**config.mk**
```make
export PLATFORM = sky130hd
export DESIGN_NAME = instructie_decoder_pipe
export DESIGN_NICKNAME = d
export VERILOG_FILES = /design/src/rtl/instructie_decoder_pipe.sv
export SDC_FILE = /design/constraint.sdc
export NUM_CORES = 1
export LEC_CHECK = 0
export BUFFER_PORTS_ARGS = -buffer_cell sky130_fd_sc_hd__clkbuf_2
export CAP_MARGIN = 20
export CORE_MARGIN = 10
export CORE_UTILIZATION = 30
export CTS_CLUSTER_SIZE = 16
export DETAILED_ROUTE_END_ITERATION = 10
export GPL_TIMING_DRIVEN = 0
export MAX_ROUTING_LAYER = met4
export SYNTH_ARGS = -nofsm -noshare
export SYNTH_HDL_FRONTEND = slang
export SYNTH_SLANG_ARGS = --single-unit
```
**constraint.sdc**
```tcl
create_clock -name clock -period 4 [get_ports clock]
set_input_delay 0.2 -clock clock [delete_from_list [all_inputs] [get_ports clock]]
set_output_delay 0.2 -clock clock [all_outputs]
set_load 0.02 [all_outputs]
```
**src/rtl/instructie_decoder_pipe.sv**
```systemverilog
// Handshaked instruction decoder: opcode k -> code k+1 (0 = illegal), optional trailing immediate word.
// One falling edge from last accepted word to out_valid; in_ready drops while a full output is stalled.
module instructie_decoder_pipe #(
    parameter int                     INSTR_W  = 9,
    parameter int                     OPC_W    = 4,
    parameter int                     NUM_OPS  = 7,
    parameter logic [2**OPC_W-1:0]    IMM_MASK = 16'h0060,
    parameter int                     CNT_W    = 8
) (
    input  logic                       clock,
    input  logic                       reset_n,
    input  logic                       flush,
    input  logic                       in_valid,
    output logic                       in_ready,
    input  logic [INSTR_W-1:0]         instructie,
    output logic                       out_valid,
    input  logic                       out_ready,
    output logic [OPC_W:0]             out_code,
    output logic [INSTR_W-OPC_W-1:0]   out_operand,
    output logic [INSTR_W-1:0]         out_imm,
    output logic                       out_has_imm,
    output logic                       out_illegal,
    output logic [CNT_W-1:0]           illegal_count
);

    localparam int             OPR_W      = INSTR_W - OPC_W;
    localparam logic [OPC_W:0] NUM_OPS_V  = (OPC_W+1)'(NUM_OPS);

    typedef enum logic {S_OPC, S_IMM} state_t;

    state_t               r_state;
    state_t               w_state_nxt;
    logic [OPC_W-1:0]     r_hold_op;
    logic [OPR_W-1:0]     r_hold_operand;
    logic                 r_out_valid;
    logic [OPC_W:0]       r_out_code;
    logic [OPR_W-1:0]     r_out_operand;
    logic [INSTR_W-1:0]   r_out_imm;
    logic                 r_out_has_imm;
    logic                 r_out_illegal;
    logic [CNT_W-1:0]     r_illegal_count;

    logic [OPC_W-1:0]     w_op;
    logic [OPR_W-1:0]     w_operand;
    logic                 w_accept;
    logic                 w_op_illegal;
    logic                 w_load;
    logic                 w_hold_en;
    logic                 w_cnt_inc;
    logic [OPC_W:0]       w_code;
    logic [OPR_W-1:0]     w_out_operand;
    logic [INSTR_W-1:0]   w_imm;
    logic                 w_has_imm;
    logic                 w_illegal;

    assign w_op         = instructie[INSTR_W-1 -: OPC_W];
    assign w_operand    = instructie[OPR_W-1:0];
    assign in_ready     = !flush && (!r_out_valid || out_ready);
    assign w_accept     = in_valid && in_ready;
    assign w_op_illegal = ({1'b0, w_op} >= NUM_OPS_V);

    always_comb begin
        w_state_nxt   = r_state;
        w_load        = 1'b0;
        w_hold_en     = 1'b0;
        w_cnt_inc     = 1'b0;
        w_code        = '0;
        w_out_operand = w_operand;
        w_imm         = '0;
        w_has_imm     = 1'b0;
        w_illegal     = 1'b0;
        if (w_accept) begin
            case (r_state)
                S_OPC: begin
                    if (w_op_illegal) begin
                        w_load    = 1'b1;
                        w_illegal = 1'b1;
                        w_cnt_inc = 1'b1;
                    end else if (IMM_MASK[w_op]) begin
                        w_hold_en   = 1'b1;
                        w_state_nxt = S_IMM;
                    end else begin
                        w_load = 1'b1;
                        w_code = {1'b0, w_op} + (OPC_W+1)'(1);
                    end
                end
                S_IMM: begin
                    // The immediate word is passed through untouched, never opcode-decoded.
                    w_load        = 1'b1;
                    w_code        = {1'b0, r_hold_op} + (OPC_W+1)'(1);
                    w_out_operand = r_hold_operand;
                    w_imm         = instructie;
                    w_has_imm     = 1'b1;
                    w_state_nxt   = S_OPC;
                end
                default: w_state_nxt = S_OPC;
            endcase
        end
    end

    always_ff @(negedge clock or negedge reset_n) begin
        if (!reset_n) begin
            r_state        <= S_OPC;
            r_hold_op      <= '0;
            r_hold_operand <= '0;
        end else if (flush) begin
            r_state        <= S_OPC;
            r_hold_op      <= '0;
            r_hold_operand <= '0;
        end else begin
            r_state <= w_state_nxt;
            if (w_hold_en) begin
                r_hold_op      <= w_op;
                r_hold_operand <= w_operand;
            end
        end
    end

    always_ff @(negedge clock or negedge reset_n) begin
        if (!reset_n) begin
            r_out_valid   <= 1'b0;
            r_out_code    <= '0;
            r_out_operand <= '0;
            r_out_imm     <= '0;
            r_out_has_imm <= 1'b0;
            r_out_illegal <= 1'b0;
        end else if (flush) begin
            r_out_valid <= 1'b0;
        end else if (w_load) begin
            r_out_valid   <= 1'b1;
            r_out_code    <= w_code;
            r_out_operand <= w_out_operand;
            r_out_imm     <= w_imm;
            r_out_has_imm <= w_has_imm;
            r_out_illegal <= w_illegal;
        end else if (r_out_valid && out_ready) begin
            r_out_valid <= 1'b0;
        end
    end

    always_ff @(negedge clock or negedge reset_n) begin
        if (!reset_n) begin
            r_illegal_count <= '0;
        end else if (w_cnt_inc && (r_illegal_count != {CNT_W{1'b1}})) begin
            r_illegal_count <= r_illegal_count + CNT_W'(1);
        end
    end

    assign out_valid     = r_out_valid;
    assign out_code      = r_out_code;
    assign out_operand   = r_out_operand;
    assign out_imm       = r_out_imm;
    assign out_has_imm   = r_out_has_imm;
    assign out_illegal   = r_out_illegal;
    assign illegal_count = r_illegal_count;

endmodule

```
# After elaboration in Yosys (flattened, before gate mapping)
# Memories as Yosys holds them, arrays and structs flattened.
# Index checks and enable logic that the tools add are counted.
[op_classes]
n_addsub = 3
magnitude_cmp = 2
eq_ne = 1
mux = 32
bitwise_logic = 2
reduce_logical = 11
[op_table]
columns = ["op", "n"]
rows = [
  ["5-bit 2-to-1 mux", 7],
  ["1-bit 2-to-1 mux", 18],
  ["9-bit 2-to-1 mux", 2],
  ["4-bit by 1-bit adder with 5-bit output, second input constant", 2],
  ["5-bit one-hot mux with 2 select lines", 1],
  ["8-bit by 1-bit adder with 8-bit output, second input constant", 1],
  ["4-bit 2-to-1 mux", 2],
  ["8-bit != test, second input constant", 1],
  ["4-bit by 5-bit less-than comparator with 1-bit output, second input constant", 1],
  ["4-bit by 3-bit greater-or-equal comparator with 1-bit output, second input constant", 1],
  ["1-bit logical AND", 4],
  ["1-bit one-hot mux with 2 select lines", 2],
  ["2-bit nonzero test", 2],
  ["3-bit nonzero test", 1],
  ["1-bit zero test", 2],
  ["1-bit inverter", 2],
  ["2-bit AND reduction", 1],
  ["1-bit logical OR", 1],
]
[totals]
regBits = 40
romBits = 16
in_bits = 14
wordCells = 62
memories = 1
[memory_table]
columns = ["name", "words", "width", "rd", "rd_clocked_by_memory_dff", "wr", "line_no", "rtl"]
rows = [
  ["(no name shown)", 16, 1, 1, 0, 0, "79", "end else if (IMM_MASK[w_op]) begin"],
]

# Depth between registers and ports, before layout
# Gate-level depths: netlist (run 1).
[logic_depth]
ltp_word = 8
mapped_depth = 6
ltp_nobuf = 5

==> out/qor.txt, run 1 <==
number of flops mapped to enable cells by yosys - 0
final setup margin - 0.139 ns
Site Rows - 28
Tightest Pin Transition - 0.656 ns
static leakage - 1.13 nW
Clock Skews - 0.00648 ns
drc violations - 0
FF+latch count, synth - 40
IO Port Bufs - 43
initial antenna violation count - 0
Resized cells post-CTS - 0
hold-fix buffers at CTS - 0
outcome - finished, final reports clean
RSZ-0062 raised after global routing - no
GPL Wtd Cong - 0.727
Cell variety after synth - 34
P_sw - 0.343 mW
P&R area growth vs syn - 23.7%
Peak VDD IR - 237 uV
DPL Wire Length - 3.24 mm
CP Max Fanout - 10
clock root buffer master - clkbuf_8
Worst Setup End Kind - register
io pins - 45
worst slack at placement - -0.141 ns
nets - 228
Worst-Skew Late Latency - 0.31 ns
CTS Sinks - 40
Via density - 4.86
Design Power - 1.07 mW
die height - 98.6 um
Setup crit start kind - input port
Fillers - 618
HP Class - reg2reg
max layer used - met4
Mapped Cells - 160
starting density of the core - 31.2%
drt first pass iters - 4
Worst-path clk slew - 0.06 ns
largest net degree at the start of global routing - 41
CP Data Required Time - 2.15 ns
pwr dens - 467 nW/um^2
routed length on met2 - 2.03 mm
sequential cell area fraction in the yosys report - 53.9%
Worst Path Arrival - 2.01 ns
final WL - 4.55 mm
antenna diode count - 0
Pint - 0.729 mW
CTS tree - built
Synth area leader - dfrtn_1
M1 WL - 2.23 mm
die area - 9730 um^2
CP max stage delay - 0.45 ns
TritonCTS Buffers - 5
Syn Area/Cell - 11.6 um^2
H-tree depth - 2
syn nets - 177
Vias - 1395
Rel. slew slack - 55.8%
sw frac - 32.0%
commonest cells after routing, fill and taps aside - 44 x clkbuf_2, 40 x dfrtn_1, 13 x mux2_2
Yosys top cell area share - 53.9%
WS Path Type - in2reg
Die W - 98.6 um
Primary FF master, synth - dfrtn_1
# setup viols final - 0
Hold WS - 0.447 ns
sequential power share - 47.0%
Avg WL per Cell - 15.9 um
synthesized area - 1860 um^2
vias in the first global route - 1493
Synth Warn # - 0
max-cap check violation count - 0
crit-path cells - clkbuf_2, ha_1, nand2_1, or4_4, nor3_4, mux2_2
Post-DRT Antenna Nets - 0
grt ovf - 0
commonest non-fill, non-tap cell in the layout - clkbuf_2
Hold Vio Cnt, Final - 0
first-pass GRT wire length - 7.63 mm
worst reg2reg setup slack - 2.01 ns
Total Routing Usage GR - 9.94%
Combinational Power Share - 21.5%
fraction of layout cells with a size suffix above 1 - 34.9%
Post-synth ARST share - 100%
clock network fraction of total power - 31.4%
First DRT Iteration DRCs - 80
setup bufs post-CTS - 0
Clock Path Buffers - 2
ranking of synthesized cells by area - dfrtn_1 54%, mux2_2 7.9%, a22o_1 4.7%
Placeable Area - 5960 um^2
fin. max-slew vios - 0
met3 WL - 246 um
slowest library cell on the worst path - or4_4
synthesized netlist by cell type (4+ instances only):
| library cell | n |
|---|---|
| dfrtn_1 | 40 |
| mux2_2 | 13 |
| a22o_1 | 10 |
| a21oi_1 | 9 |
| nand2_1 | 9 |
| nor2_1 | 8 |
| a31oi_1 | 7 |
| nor2b_1 | 7 |
| mux2i_1 | 6 |
| clkbuf_1 | 5 |
| xor2_1 | 5 |
| inv_1 | 4 |
| nor3_1 | 4 |
| o21ai_0 | 4 |
state kept, by name, summed over array words and instances, names as in the netlist:
signal,cells
out_operand,5
r_hold_op,4
out_has_imm,1
out_illegal,1
r_hold_operand,5
out_code,5
out_valid,1
out_imm,9
r_state,1
illegal_count,8
power by group through the flow:
stage | combinational (mW) | clock (mW) | sequential (mW)
2_1_floorplan | 0.0881 | 0 | 0.562
3_3_place_gp | 0.231 | 0 | 0.511
3_5_place_dp | 0.235 | 0 | 0.512
4_1_cts | 0.235 | 0.347 | 0.505
5_1_grt | 0.260 | 0.359 | 0.512
6_report | 0.231 | 0.337 | 0.504
worst max-delay path: cells and delay by family:
| family | cells | cell delay (ns) |
|---|---|---|
| muxes | 1 | 0.40 |
| and+or+nand+nor | 3 | 0.94 |
| adders and majority gates | 1 | 0.34 |
| buffers and inverters | 1 | 0.12 |
kinds of logic (layout without fill, tap and decap cells):
| group | after synthesis | in the layout | share of synthesized area [%] |
|---|---|---|---|
| compound gates | 35 | 35 | 12.7 |
| xor+xnor | 6 | 6 | 2.83 |
| fa+ha+maj | 3 | 3 | 2.02 |
| buf+inv | 12 | 64 | 2.97 |
| flops | 40 | 40 | 53.9 |
| mux | 19 | 19 | 11.1 |
| simple gates | 45 | 45 | 14.4 |
final cells by class:
class / instances / area [um^2] / area share [%]
inverters: 4 / 15.0 / 0.654
clock inverters: 3 / 42.5 / 1.85
well taps: 75 / 93.8 / 4.09
plain buffers: 8 / 40.0 / 1.74
repair buffers: 44 / 235 / 10.2
flip-flops and latches: 40 / 1000 / 43.6
clock buffers: 5 / 68.8 / 3.00
multi-input cells: 108 / 800 / 34.8
worst paths after layout:
kind / cells past startpoint / endpoint / from
worst min-delay path: 1 / out_illegal / out_illegal
max in group asynchronous: 2 / illegal_count[0] / reset_n
worst max register to register: 3 / r_hold_operand[4] / r_state
worst max-delay path: 6 / r_hold_operand[4] / instructie[5]
worst min register to register: 1 / out_illegal / out_illegal
min in group asynchronous: 1 / out_code[0] / reset_n
metrics by stage:
| stage | util, % | TNS, ns | cell area [um^2] | cells |
|---|---|---|---|---|
| 3_3_place_gp | 36.3 | -1.27 | 2160 | 278 |
| 4_1_cts | 38.2 | 0 | 2280 | 286 |
| 2_1_floorplan | - | 0 | 1860 | 160 |
| 5_1_grt | 38.6 | 0 | 2300 | 287 |
| 6_report | 38.6 | 0 | 2300 | 287 |
| 3_5_place_dp | 36.3 | -1.21 | 2160 | 278 |
routing by layer:
metal,vias to the layer above,track usage (%)
met5,-,-
met4,0,2.65
met3,6,3.77
met2,35,14.5
met1,673,12.6
li1,681,-
Power figures use the tool's default switching activity.
==> run 2: changes to the inputs <==
Settings changed: MAX_ROUTING_LAYER met4 to not set.
Clock period 4 ns to 4.8 ns, I/O delays scaled along.
==> run 2 against run 1 <==
  * Sequential share of layout area unchanged
  * Register-to-register slack better by 0.81 ns
  * Die area unchanged
  * Routed wire length up 0.44%
  * Sequential power down 17%
  * Clock skew about the same
  * Highest routed layer unchanged
==> out/qor.txt, run 2 (synthesis gave the netlist of run 1 again) <==
outcome - finished, final reports clean (unchanged)
First DRT Iteration DRCs - 72 (was 80)
final WL - 4.57 mm (was 4.55 mm)
H-tree depth - 2 (unchanged)
die height - 98.6 um (unchanged)
busiest grt layer - met2 (unchanged)
commonest cells after routing, fill and taps aside - 44 x clkbuf_2, 40 x dfrtn_1, 13 x mux2_2 (unchanged)
starting density of the core - 31.2% (unchanged)
drt first pass iters - 4 (unchanged)
final setup TNS - 0 ns (unchanged)
Worst-Skew Late Latency - 0.31 ns (about the same)
GPL Wtd Cong - 0.719 (was 0.727)
Avg WL per Cell - 15.9 um (about the same)
Via density - 4.87 (was 4.86)
Resized cells post-CTS - 0 (unchanged)
fin. max-slew vios - 0 (unchanged)
Site Rows - 28 (unchanged)
Clock Skews - 0.00652 ns (was 0.00648 ns)
CTS Sinks - 40 (unchanged)
number of flip-flops in the largest register - 9 (unchanged)
area post-placement - 2160 um^2 (unchanged)
multi-input gate area in the final layout - 800 um^2 (unchanged)
Peak VDD IR - 197 uV (was 237 uV)
TritonCTS Buffers - 5 (unchanged)
met2 Usage GRT - 14.5% (unchanged)
io pins - 45 (unchanged)
nets - 228 (unchanged)
die area - 9730 um^2 (unchanged)
# setup viols final - 0 (unchanged)
Clock Path Buffers - 2 (unchanged)
pwr dens - 390 nW/um^2 (was 467 nW/um^2)
fraction of layout cells with a size suffix above 1 - 34.9% (unchanged)
RSZ-0062 raised after global routing - no (unchanged)
Design Power - 0.896 mW (was 1.07 mW)
clock root buffer master - clkbuf_8 (unchanged)
Die W - 98.6 um (unchanged)
antenna diode count - 0 (unchanged)
Placeable Area - 5960 um^2 (unchanged)
initial antenna violation count - 0 (unchanged)
vias in the first global route - 1493 (unchanged)
max-cap check violation count - 0 (unchanged)
hold-fix buffers at CTS - 0 (unchanged)
GRT met1 Usage - 12.5% (was 12.6%)
Fillers - 618 (unchanged)
DPL Wire Length - 3.24 mm (unchanged)
CP Max Fanout - 10 (unchanged)
Storage cell area - 1000 um^2 (unchanged)
first-pass GRT wire length - 7.64 mm (was 7.63 mm)
Tightest Pin Transition - 0.655 ns (was 0.656 ns)
Rel. slew slack - 55.9% (was 55.8%)
static leakage - 1.13 nW (unchanged)
Hold WS - 0.447 ns (about the same)
placed cell count - 278 (unchanged)
grt ovf - 0 (unchanged)
commonest non-fill, non-tap cell in the layout - clkbuf_2 (unchanged)
Vias - 1397 (was 1395)
Total Routing Usage GR - 9.68% (was 9.94%)
design area - 2300 um^2 (unchanged)
worst slack at placement - 0.219 ns (was -0.141 ns)
CP Data Required Time - 2.55 ns (was 2.15 ns)
WS Path Type - in2reg (unchanged)
final setup margin - 0.495 ns (was 0.139 ns)
largest net degree at the start of global routing - 41 (unchanged)
IO Port Bufs - 43 (unchanged)
Hold Vio Cnt, Final - 0 (unchanged)
Worst-path clk slew - 0.06 ns (about the same)
met3 GRT Util - 3.91% (was 3.77%)
Worst Path Arrival - 2.06 ns (was 2.01 ns)
HP Class - reg2reg (unchanged)
fin util - 38.6% (unchanged)
drc violations - 0 (unchanged)
Non-Filler Instances - 287 (unchanged)
Worst Setup End Kind - register (unchanged)
CTS tree - built (unchanged)
setup bufs post-CTS - 0 (unchanged)
Setup crit start kind - input port (unchanged)
P&R area growth vs syn - 23.7% (unchanged)
Post-DRT Antenna Nets - 0 (unchanged)
==> run 2: cell counts in the layout (fill, tap and decap cells not counted) <==
Identical to the previous run, type by type.
==> run 2: layout make-up <==
cell class              count  share of cell area, %
inverters                   4                  0.654
multi-input cells         108                   34.8
clock inverters             3                   1.85
repair buffers             44                   10.2
clock buffers               5                   3.00
flip-flops and latches     40                   43.6
plain buffers               8                   1.74
well taps                  75                   4.09
==> run 2: worst max-delay path: stages <==
cell and delay, ns:
clkbuf_2 0.13, ha_1 0.35, nand2_1 0.06, or4_4 0.45
nor3_4 0.43, mux2_2 0.40
==> run 2: power breakdown <==
group          switching [mW]  leakage [nW]  internal (mW)
Sequential             0.0387         0.524          0.381
Clock                   0.130        0.0541          0.154
Combinational           0.120         0.553         0.0721
Total                   0.289          1.13          0.607
==> run 2: per-layer routing <==
| layer | vias up | routed length (um) |
|---|---|---|
| li1 | 681 | - |
| met5 | - | 0 |
| met2 | 33 | 2030 |
| met3 | 6 | 246 |
| met1 | 677 | 2250 |
| met4 | 0 | 49 |
==> run 2: worst paths after layout <==
| check | to | slack (ns) | cells past startpoint | start |
|---|---|---|---|---|
| max | r_hold_operand[4] | 0.49 | 6 | instructie[5] |
| min | out_illegal | 0.45 | 1 | out_illegal |
| max reg2reg | r_hold_operand[4] | 2.82 | 3 | r_state |
| min reg2reg | out_illegal | 0.45 | 1 | out_illegal |
| max in group asynchronous | illegal_count[0] | 2.21 | 2 | reset_n |
| min in group asynchronous | out_code[0] | 2.09 | 1 | reset_n |
